$ cat src/rtl/toy_bus_ddec_node_param.sv
// toy_bus_ddec_node_param
// Registered target-id decode node for the toy bus request channel.
// One request input is routed to one of N_OUT output channels. The channel
// comes from the RTE_MAP lookup table, indexed by tgt_id. An output register
// (OR) and a skid register (SK) keep full throughput while in0_rdy stays a
// flop output.
// Requests whose table entry is >= N_OUT are consumed and counted as drops.
// Optional build macro: TOY_BUS_DDEC_DEFAULT_ROUTE_EN. When it is defined,
// unmapped requests are sent to channel DEFAULT_CH instead of being dropped,
// and they are still flagged on err_pulse/err_cnt.
module toy_bus_ddec_node_param #(
  parameter int N_OUT     = 2,
  parameter int ADDR_W    = 32,
  parameter int STRB_W    = 32,
  parameter int DATA_W    = 256,
  parameter int TGT_W     = 4,
  parameter int SB_W      = 32,
  parameter logic [8*(1<<TGT_W)-1:0] RTE_MAP = 128'hFFFF_FFFF_FFFF_FFFF_FFFF_FF01_0100_FFFF,
  parameter int ERR_CNT_W = 16
`ifdef TOY_BUS_DDEC_DEFAULT_ROUTE_EN
  ,
  parameter int DEFAULT_CH = 0
`endif
) (
  input  logic                 clk,
  input  logic                 rst_n,
  input  logic                 in0_vld,
  output logic                 in0_rdy,
  input  logic [ADDR_W-1:0]    in0_addr,
  input  logic [STRB_W-1:0]    in0_strb,
  input  logic [DATA_W-1:0]    in0_data,
  input  logic                 in0_opcode,
  input  logic [TGT_W-1:0]     in0_src_id,
  input  logic [TGT_W-1:0]     in0_tgt_id,
  input  logic [SB_W-1:0]      in0_sideband,
  output logic [N_OUT-1:0]     out_vld,
  input  logic [N_OUT-1:0]     out_rdy,
  output logic [ADDR_W-1:0]    out_addr,
  output logic [STRB_W-1:0]    out_strb,
  output logic [DATA_W-1:0]    out_data,
  output logic                 out_opcode,
  output logic [TGT_W-1:0]     out_src_id,
  output logic [TGT_W-1:0]     out_tgt_id,
  output logic [SB_W-1:0]      out_sideband,
  output logic                 err_pulse,
  output logic [ERR_CNT_W-1:0] err_cnt,
  output logic [TGT_W-1:0]     err_tgt_id
);

  // Width of the packed request payload carried through OR and SK.
  localparam int PW = ADDR_W + STRB_W + DATA_W + 1 + 2*TGT_W + SB_W;
  localparam logic [7:0] N_OUT_B = 8'(N_OUT);
  localparam logic [ERR_CNT_W-1:0] CNT_MAX = {ERR_CNT_W{1'b1}};

  // Decode results for the current input beat.
  logic [7:0]       ch_s;
  logic             hit_s;
  logic             route_s;
  logic             err_s;
  logic [N_OUT-1:0] sel_s;
  logic [PW-1:0]    in_pl_s;
  logic             acc_s;

  // Storage: the one-hot select doubles as the valid flag (all-zero = empty).
  logic [N_OUT-1:0] or_sel_r, or_sel_n_s;
  logic [PW-1:0]    or_pl_r,  or_pl_n_s;
  logic [N_OUT-1:0] sk_sel_r, sk_sel_n_s;
  logic [PW-1:0]    sk_pl_r,  sk_pl_n_s;
  logic             or_vld_s;
  logic             sk_vld_s;
  logic             drain_s;
  logic             rdy_r;

  // Error reporting registers.
  logic                 err_pulse_r;
  logic [ERR_CNT_W-1:0] err_cnt_r;
  logic [TGT_W-1:0]     err_tgt_r;

  assign in_pl_s  = {in0_addr, in0_strb, in0_data, in0_opcode, in0_src_id, in0_tgt_id, in0_sideband};
  assign acc_s    = in0_vld && rdy_r;
  assign or_vld_s = |or_sel_r;
  assign sk_vld_s = |sk_sel_r;
  assign drain_s  = |(or_sel_r & out_rdy);

  // Look up the route for the incoming tgt_id and form the one-hot channel select.
  always_comb begin
    ch_s  = RTE_MAP[{in0_tgt_id, 3'b000} +: 8];
    hit_s = (ch_s < N_OUT_B);
    sel_s = '0;
    for (int i = 0; i < N_OUT; i++) begin
      sel_s[i] = hit_s && (ch_s == 8'(i));
    end
`ifdef TOY_BUS_DDEC_DEFAULT_ROUTE_EN
    // Fallback: unmapped traffic goes to DEFAULT_CH but is still flagged.
    if (!hit_s) begin
      for (int i = 0; i < N_OUT; i++) begin
        sel_s[i] = (i == DEFAULT_CH);
      end
    end else begin
      sel_s = sel_s;
    end
    route_s = 1'b1;
    err_s   = !hit_s;
`else
    route_s = hit_s;
    err_s   = !hit_s;
`endif
  end

  // Next-state for OR/SK: the skid entry refills OR first; an input goes to OR only when OR is free.
  always_comb begin
    or_sel_n_s = or_sel_r;
    or_pl_n_s  = or_pl_r;
    sk_sel_n_s = sk_sel_r;
    sk_pl_n_s  = sk_pl_r;
    if (drain_s) begin
      if (sk_vld_s) begin
        // in0_rdy is low while SK is full, so no input can arrive here.
        or_sel_n_s = sk_sel_r;
        or_pl_n_s  = sk_pl_r;
        sk_sel_n_s = '0;
      end else if (acc_s && route_s) begin
        or_sel_n_s = sel_s;
        or_pl_n_s  = in_pl_s;
      end else begin
        // Payload is left as-is; it is don't-care while out_vld is low.
        or_sel_n_s = '0;
      end
    end else if (acc_s && route_s) begin
      if (!or_vld_s) begin
        or_sel_n_s = sel_s;
        or_pl_n_s  = in_pl_s;
      end else begin
        sk_sel_n_s = sel_s;
        sk_pl_n_s  = in_pl_s;
      end
    end else begin
      or_sel_n_s = or_sel_r;
    end
  end

  // Datapath registers and the registered ready (ready whenever SK will be empty).
  always_ff @(posedge clk or negedge rst_n) begin
    if (!rst_n) begin
      or_sel_r <= '0;
      or_pl_r  <= '0;
      sk_sel_r <= '0;
      sk_pl_r  <= '0;
      rdy_r    <= 1'b0;
    end else begin
      or_sel_r <= or_sel_n_s;
      or_pl_r  <= or_pl_n_s;
      sk_sel_r <= sk_sel_n_s;
      sk_pl_r  <= sk_pl_n_s;
      rdy_r    <= ~(|sk_sel_n_s);
    end
  end

  // Flag unmapped accepts: one-cycle pulse, saturating count, last offending tgt_id.
  always_ff @(posedge clk or negedge rst_n) begin
    if (!rst_n) begin
      err_pulse_r <= 1'b0;
      err_cnt_r   <= '0;
      err_tgt_r   <= '0;
    end else if (acc_s && err_s) begin
      err_pulse_r <= 1'b1;
      err_tgt_r   <= in0_tgt_id;
      if (err_cnt_r != CNT_MAX) begin
        err_cnt_r <= err_cnt_r + ERR_CNT_W'(1);
      end else begin
        err_cnt_r <= err_cnt_r;
      end
    end else begin
      err_pulse_r <= 1'b0;
    end
  end

  assign in0_rdy    = rdy_r;
  assign out_vld    = or_sel_r;
  assign {out_addr, out_strb, out_data, out_opcode, out_src_id, out_tgt_id, out_sideband} = or_pl_r;
  assign err_pulse  = err_pulse_r;
  assign err_cnt    = err_cnt_r;
  assign err_tgt_id = err_tgt_r;

endmodule

$ cat config.mk
export PLATFORM = sky130hd
export DESIGN_NAME = toy_bus_ddec_node_param
export DESIGN_NICKNAME = d
export VERILOG_FILES = /design/src/rtl/toy_bus_ddec_node_param.sv
export SDC_FILE = /design/constraint.sdc
export NUM_CORES = 1
export LEC_CHECK = 0
export BUFFER_PORTS_ARGS = -buffer_cell sky130_fd_sc_hd__buf_2
export CAP_MARGIN = 10
export CORE_AREA = 2 2 289 291
export CTS_BUF_LIST = sky130_fd_sc_hd__clkbuf_4 sky130_fd_sc_hd__clkbuf_8
export DETAILED_ROUTE_END_ITERATION = 12
export DIE_AREA = 0 0 291 293
export PLACE_DENSITY = 0.58
export SLEW_MARGIN = 20
export SYNTH_ARGS = -nofsm -noshare
export SYNTH_HDL_FRONTEND = slang
export SYNTH_SLANG_ARGS = --single-unit
$ cat constraint.sdc
create_clock -name clk -period 2.9 [get_ports clk]
set_clock_uncertainty 0.1 [all_clocks]
set_input_delay 0.145 -clock clk [delete_from_list [all_inputs] [get_ports clk]]
set_output_delay 0.145 -clock clk [all_outputs]
set_load 0.02 [all_outputs]
==> tab_implementation.tex <==
\begin{tabular}{lr}
\hline
Metric & Value \\
\hline
\multicolumn{2}{l}{\textbf{Global routing}} \\
\quad Tot GR Track Use & 0.224 \\
\quad Pin count of the biggest net entering global routing & 129 \\
\quad Antenna violations before repair & 11 \\
\quad Via count of the first global-routing pass & 26,700 \\
\quad Global-route wire length before repair & 152 mm \\
\quad Remaining global-route overflow & 0 \\
\multicolumn{2}{l}{\textbf{Clocking}} \\
\quad Clock input transition at the sequential cells of the worst setup and hold paths & 0.06 ns \\
\quad Max Root-Sink Buffers & 3 \\
\quad H-Tree Depth & 4 \\
\quad Root buf cell & sky130\_fd\_sc\_hd\_\_clkbuf\_8 \\
\quad Clock Latency Late Sink & 0.76 ns \\
\quad Cts bufs inserted & 133 \\
\quad Clock tree from TritonCTS & yes \\
\quad Clock Sink Count & 748 \\
\multicolumn{2}{l}{\textbf{Place}} \\
\quad Routability Congestion & 0.813 \\
\quad Placed wire-length estimate & 63.2 mm \\
\quad Post-Place Worst Slack & 0.387 ns \\
\quad Placed Cells & 4,561 \\
\quad Number of buffers added on ports & 750 \\
\multicolumn{2}{l}{\textbf{Detailed routing}} \\
\quad Number of vias in the routed layout & 25,800 \\
\quad ANT nets after route & 0 \\
\quad Drt first pass iters & 5 \\
\quad Vias per Instance & 4.92 \\
\quad Post-detailed-route DRC marker count & 0 \\
\quad 1st-iter DRT viols & 1,360 \\
\quad Average detailed-routed wire length per instance & 18.3 um \\
\quad Routed wire length & 96.0 mm \\
\multicolumn{2}{l}{\textbf{Run status}} \\
\quad Status & complete, no violations \\
\multicolumn{2}{l}{\textbf{Critical path}} \\
\quad Critical register-to-register path startpoint & out\_vld[0] \\
\quad Worst Path Arrival & 2.98 ns \\
\quad Critical path data required time & 3.48 ns \\
\quad Largest driver fanout on the critical path & 53 \\
\quad Crit path launch type & register \\
\quad CP startpoint & out\_vld[0] \\
\quad Type of destination of the critical path & register \\
\quad Number of cells traversed by the worst register-to-register path & 6 \\
\quad Worst setup path class & reg -> reg \\
\multicolumn{2}{l}{\textbf{Power and ir drop}} \\
\quad Leak Pwr & 21.8 nW \\
\quad Total Power & 38.6 mW \\
\quad Power per cell area & 876 mW/mm\^{}2 \\
\quad Peak supply drop & 546 uV \\
\multicolumn{2}{l}{\textbf{Synthesis}} \\
\quad Number of enable flip-flop cells after synthesis & 0 \\
\quad Seq/Total Area, Yosys & 0.597 \\
\quad Most common cell in the netlist & sky130\_fd\_sc\_hd\_\_dfrtp\_1 \\
\quad FFs w/ async S/R, synth & 1.00 \\
\quad Post-synthesis net count & 3,211 \\
\quad Main synth FF type & sky130\_fd\_sc\_hd\_\_dfrtp\_1 \\
\quad Number of flip-flops and latches in the synthesized netlist & 748 \\
\quad Count of different cell masters after synthesis & 38 \\
\quad Most frequent cells after synthesis & sky130\_fd\_sc\_hd\_\_dfrtp\_1 (748), sky130\_fd\_sc\_hd\_\_nand2\_1 (729), sky130\_fd\_sc\_hd\_\_nor2\_1 (372), sky130\_fd\_sc\_hd\_\_a31oi\_1 (364), sky130\_fd\_sc\_hd\_\_mux2\_2 (187) \\
\quad Summed instance area of the synthesized netlist & 0.0314 sq mm \\
\quad Synth Area per Inst & 11.0 sq um \\
\quad Cell taking the most area after synthesis & sky130\_fd\_sc\_hd\_\_dfrtp\_1 \\
\quad Top-area cell type share of the netlist area & 0.597 \\
\quad Number of warnings reported in the yosys synthesis log & 0 \\
\quad Number of instances in the synthesized netlist & 2,844 \\
\quad Main area contributors after synthesis & sky130\_fd\_sc\_hd\_\_dfrtp\_1 (60\%), sky130\_fd\_sc\_hd\_\_nand2\_1 (8.7\%), sky130\_fd\_sc\_hd\_\_mux2\_4 (8.5\%) \\
\multicolumn{2}{l}{\textbf{Timing}} \\
\quad Unrepaired setup endpoints after global routing & no \\
\quad Endpoints failing hold & 0 \\
\quad Fin. max-slew vios & 0 \\
\quad Period minus WS final & 2.40 ns \\
\quad Worst hold slack & 0.0744 ns \\
\quad Final period utilization & 0.828 \\
\quad Worst-margin pin slew & 0.735 ns \\
\quad Sum of negative setup slack & 0 ns \\
\quad Setup Viol. Count Final & 0 \\
\quad Worst Slack Setup Final & 0.498 ns \\
\quad Max Clk Rate & 416 MHz \\
\quad Relative slew slack & 0.510 \\
\multicolumn{2}{l}{\textbf{Floorplanning}} \\
\quad Horiz. Die Dim & 291 um \\
\quad Die ar. & 0.0853 sq mm \\
\quad Rows & 105 \\
\quad Effective utilization at floorplan & 0.383 \\
\quad IO Count & 751 \\
\quad Core Footprint & 0.0818 sq mm \\
\quad Die height & 293 um \\
\multicolumn{2}{l}{\textbf{Layout}} \\
\quad Total Nets Final & 4,449 \\
\quad Layout cell share with drive strength beyond 1 & 0.347 \\
\quad Area grow syn2layout & 40.5\% \\
\quad Final cell count without fillers & 5,249 \\
\multicolumn{2}{l}{\textbf{Hold path}} \\
\quad Hold crit path type & in -> reg \\
\quad Cell count of the worst hold path & 3 \\
\quad Hold\_sp & in0\_data[155] \\
\multicolumn{2}{l}{\textbf{Run}} \\
\quad Max-cap viol count & 0 \\
\hline
\end{tabular}
[worst max-delay path, cell delays in order, from the launching register on]
cell                      delay [ns]
sky130_fd_sc_hd__dfrtp_1        0.44
sky130_fd_sc_hd__a22o_1         0.32
sky130_fd_sc_hd__nor2_1         0.36
sky130_fd_sc_hd__or2_2          0.19
sky130_fd_sc_hd__buf_4          0.50
sky130_fd_sc_hd__nand2_1        0.13
sky130_fd_sc_hd__a31oi_1        0.24
[registers in the layout, indices dropped and copies added, names as in the netlist]
signal      count
err_tgt_id      4
err_cnt        16
out_vld         2
or_pl_r       361
err_pulse       1
in0_rdy         1
sk_pl_r       361
sk_sel_r        2
[worst paths after layout]
path                       slack [ns]            to
setup reg to reg                 0.50  or_pl_r[348]
hold reg to reg                  0.39    err_cnt[6]
max in group asynchronous        2.03  sk_pl_r[209]
min in group asynchronous        0.11  sk_pl_r[216]
hold / removal                   0.07  sk_pl_r[196]
setup / recovery                 0.50  or_pl_r[348]
[through the flow]
step / instance area [sq um] / util
floorplan: 31400 / -
detailed placement: 36700 / 0.448
global route: 44100 / 0.539
finish: 44100 / 0.539
global placement: 36700 / 0.448
CTS: 44100 / 0.539
[placed cells by master, fill, tap and decap left out, types with 4 or more instances in the layout]
master / netlist / routed
sky130_fd_sc_hd__a21oi_1: 6 / 6
sky130_fd_sc_hd__a31oi_1: 364 / 364
sky130_fd_sc_hd__and3_1: 6 / 6
sky130_fd_sc_hd__buf_12: 0 / 35
sky130_fd_sc_hd__buf_2: 78 / 749
sky130_fd_sc_hd__buf_4: 0 / 62
sky130_fd_sc_hd__clkbuf_4: 0 / 43
sky130_fd_sc_hd__clkbuf_8: 0 / 166
sky130_fd_sc_hd__clkinv_2: 0 / 7
sky130_fd_sc_hd__dfrtp_1: 748 / 748
sky130_fd_sc_hd__diode_2: 0 / 4
sky130_fd_sc_hd__dlygate4sd3_1: 0 / 455
sky130_fd_sc_hd__inv_12: 0 / 5
sky130_fd_sc_hd__inv_8: 0 / 4
sky130_fd_sc_hd__mux2_2: 187 / 187
sky130_fd_sc_hd__mux2_4: 177 / 177
sky130_fd_sc_hd__nand2_1: 729 / 728
sky130_fd_sc_hd__nand3_1: 6 / 6
sky130_fd_sc_hd__nand4_1: 5 / 5
sky130_fd_sc_hd__nor2_1: 372 / 370
sky130_fd_sc_hd__xnor2_1: 9 / 9
[power breakdown]
part / switching (mW) / internal, mW
combinational: 7.33 / 4.93
sequential: 2.05 / 14.0
clock: 4.57 / 5.76
total: 13.9 / 24.7
[area by class of cell]
cell class	instances	area, sq um
clock buffers	209	2610
clock inverters	19	194
well taps	1070	1340
repair buffers	1303	9510
diodes	4	10.0
inverters	3	11.3
flip-flops and latches	748	18700
fillers	7219	37800
multi-input cells	1893	11700
[routing by layer]
metal  routed length [um]  GRT usage  part of all wire  vias up
li1                     -          -                 -    12200
met1                39300      0.275              0.41    12600
met3                 6510     0.0635             0.068      228
met5                   60          0           0.00063        -
met2                46100      0.368              0.48      838
met4                 4070     0.0993             0.042       10
[what timing repair did]
| action | 4_1_cts | 5_1_grt |
|---|---|---|
| gates resized for setup | 0 | 0 |
| buffers inserted | 0 | 0 |
| endpoints found under the hold margin | 1396 | 0 |
| hold buffers | 456 | 0 |
[logic make-up after synthesis]
family | count (synthesis) | synth area share
buffers and inverters | 203 | 0.0322
and+or+nand+nor | 1129 | 0.138
xor gates and xnor gates | 11 | 0.00307
AOI/OAI and AO/OA | 387 | 0.0782
muxes | 365 | 0.152
adders and majority gates | 1 | 0.000399
DFF | 748 | 0.597
No activity file was read; power rests on OpenSTA's default activity.
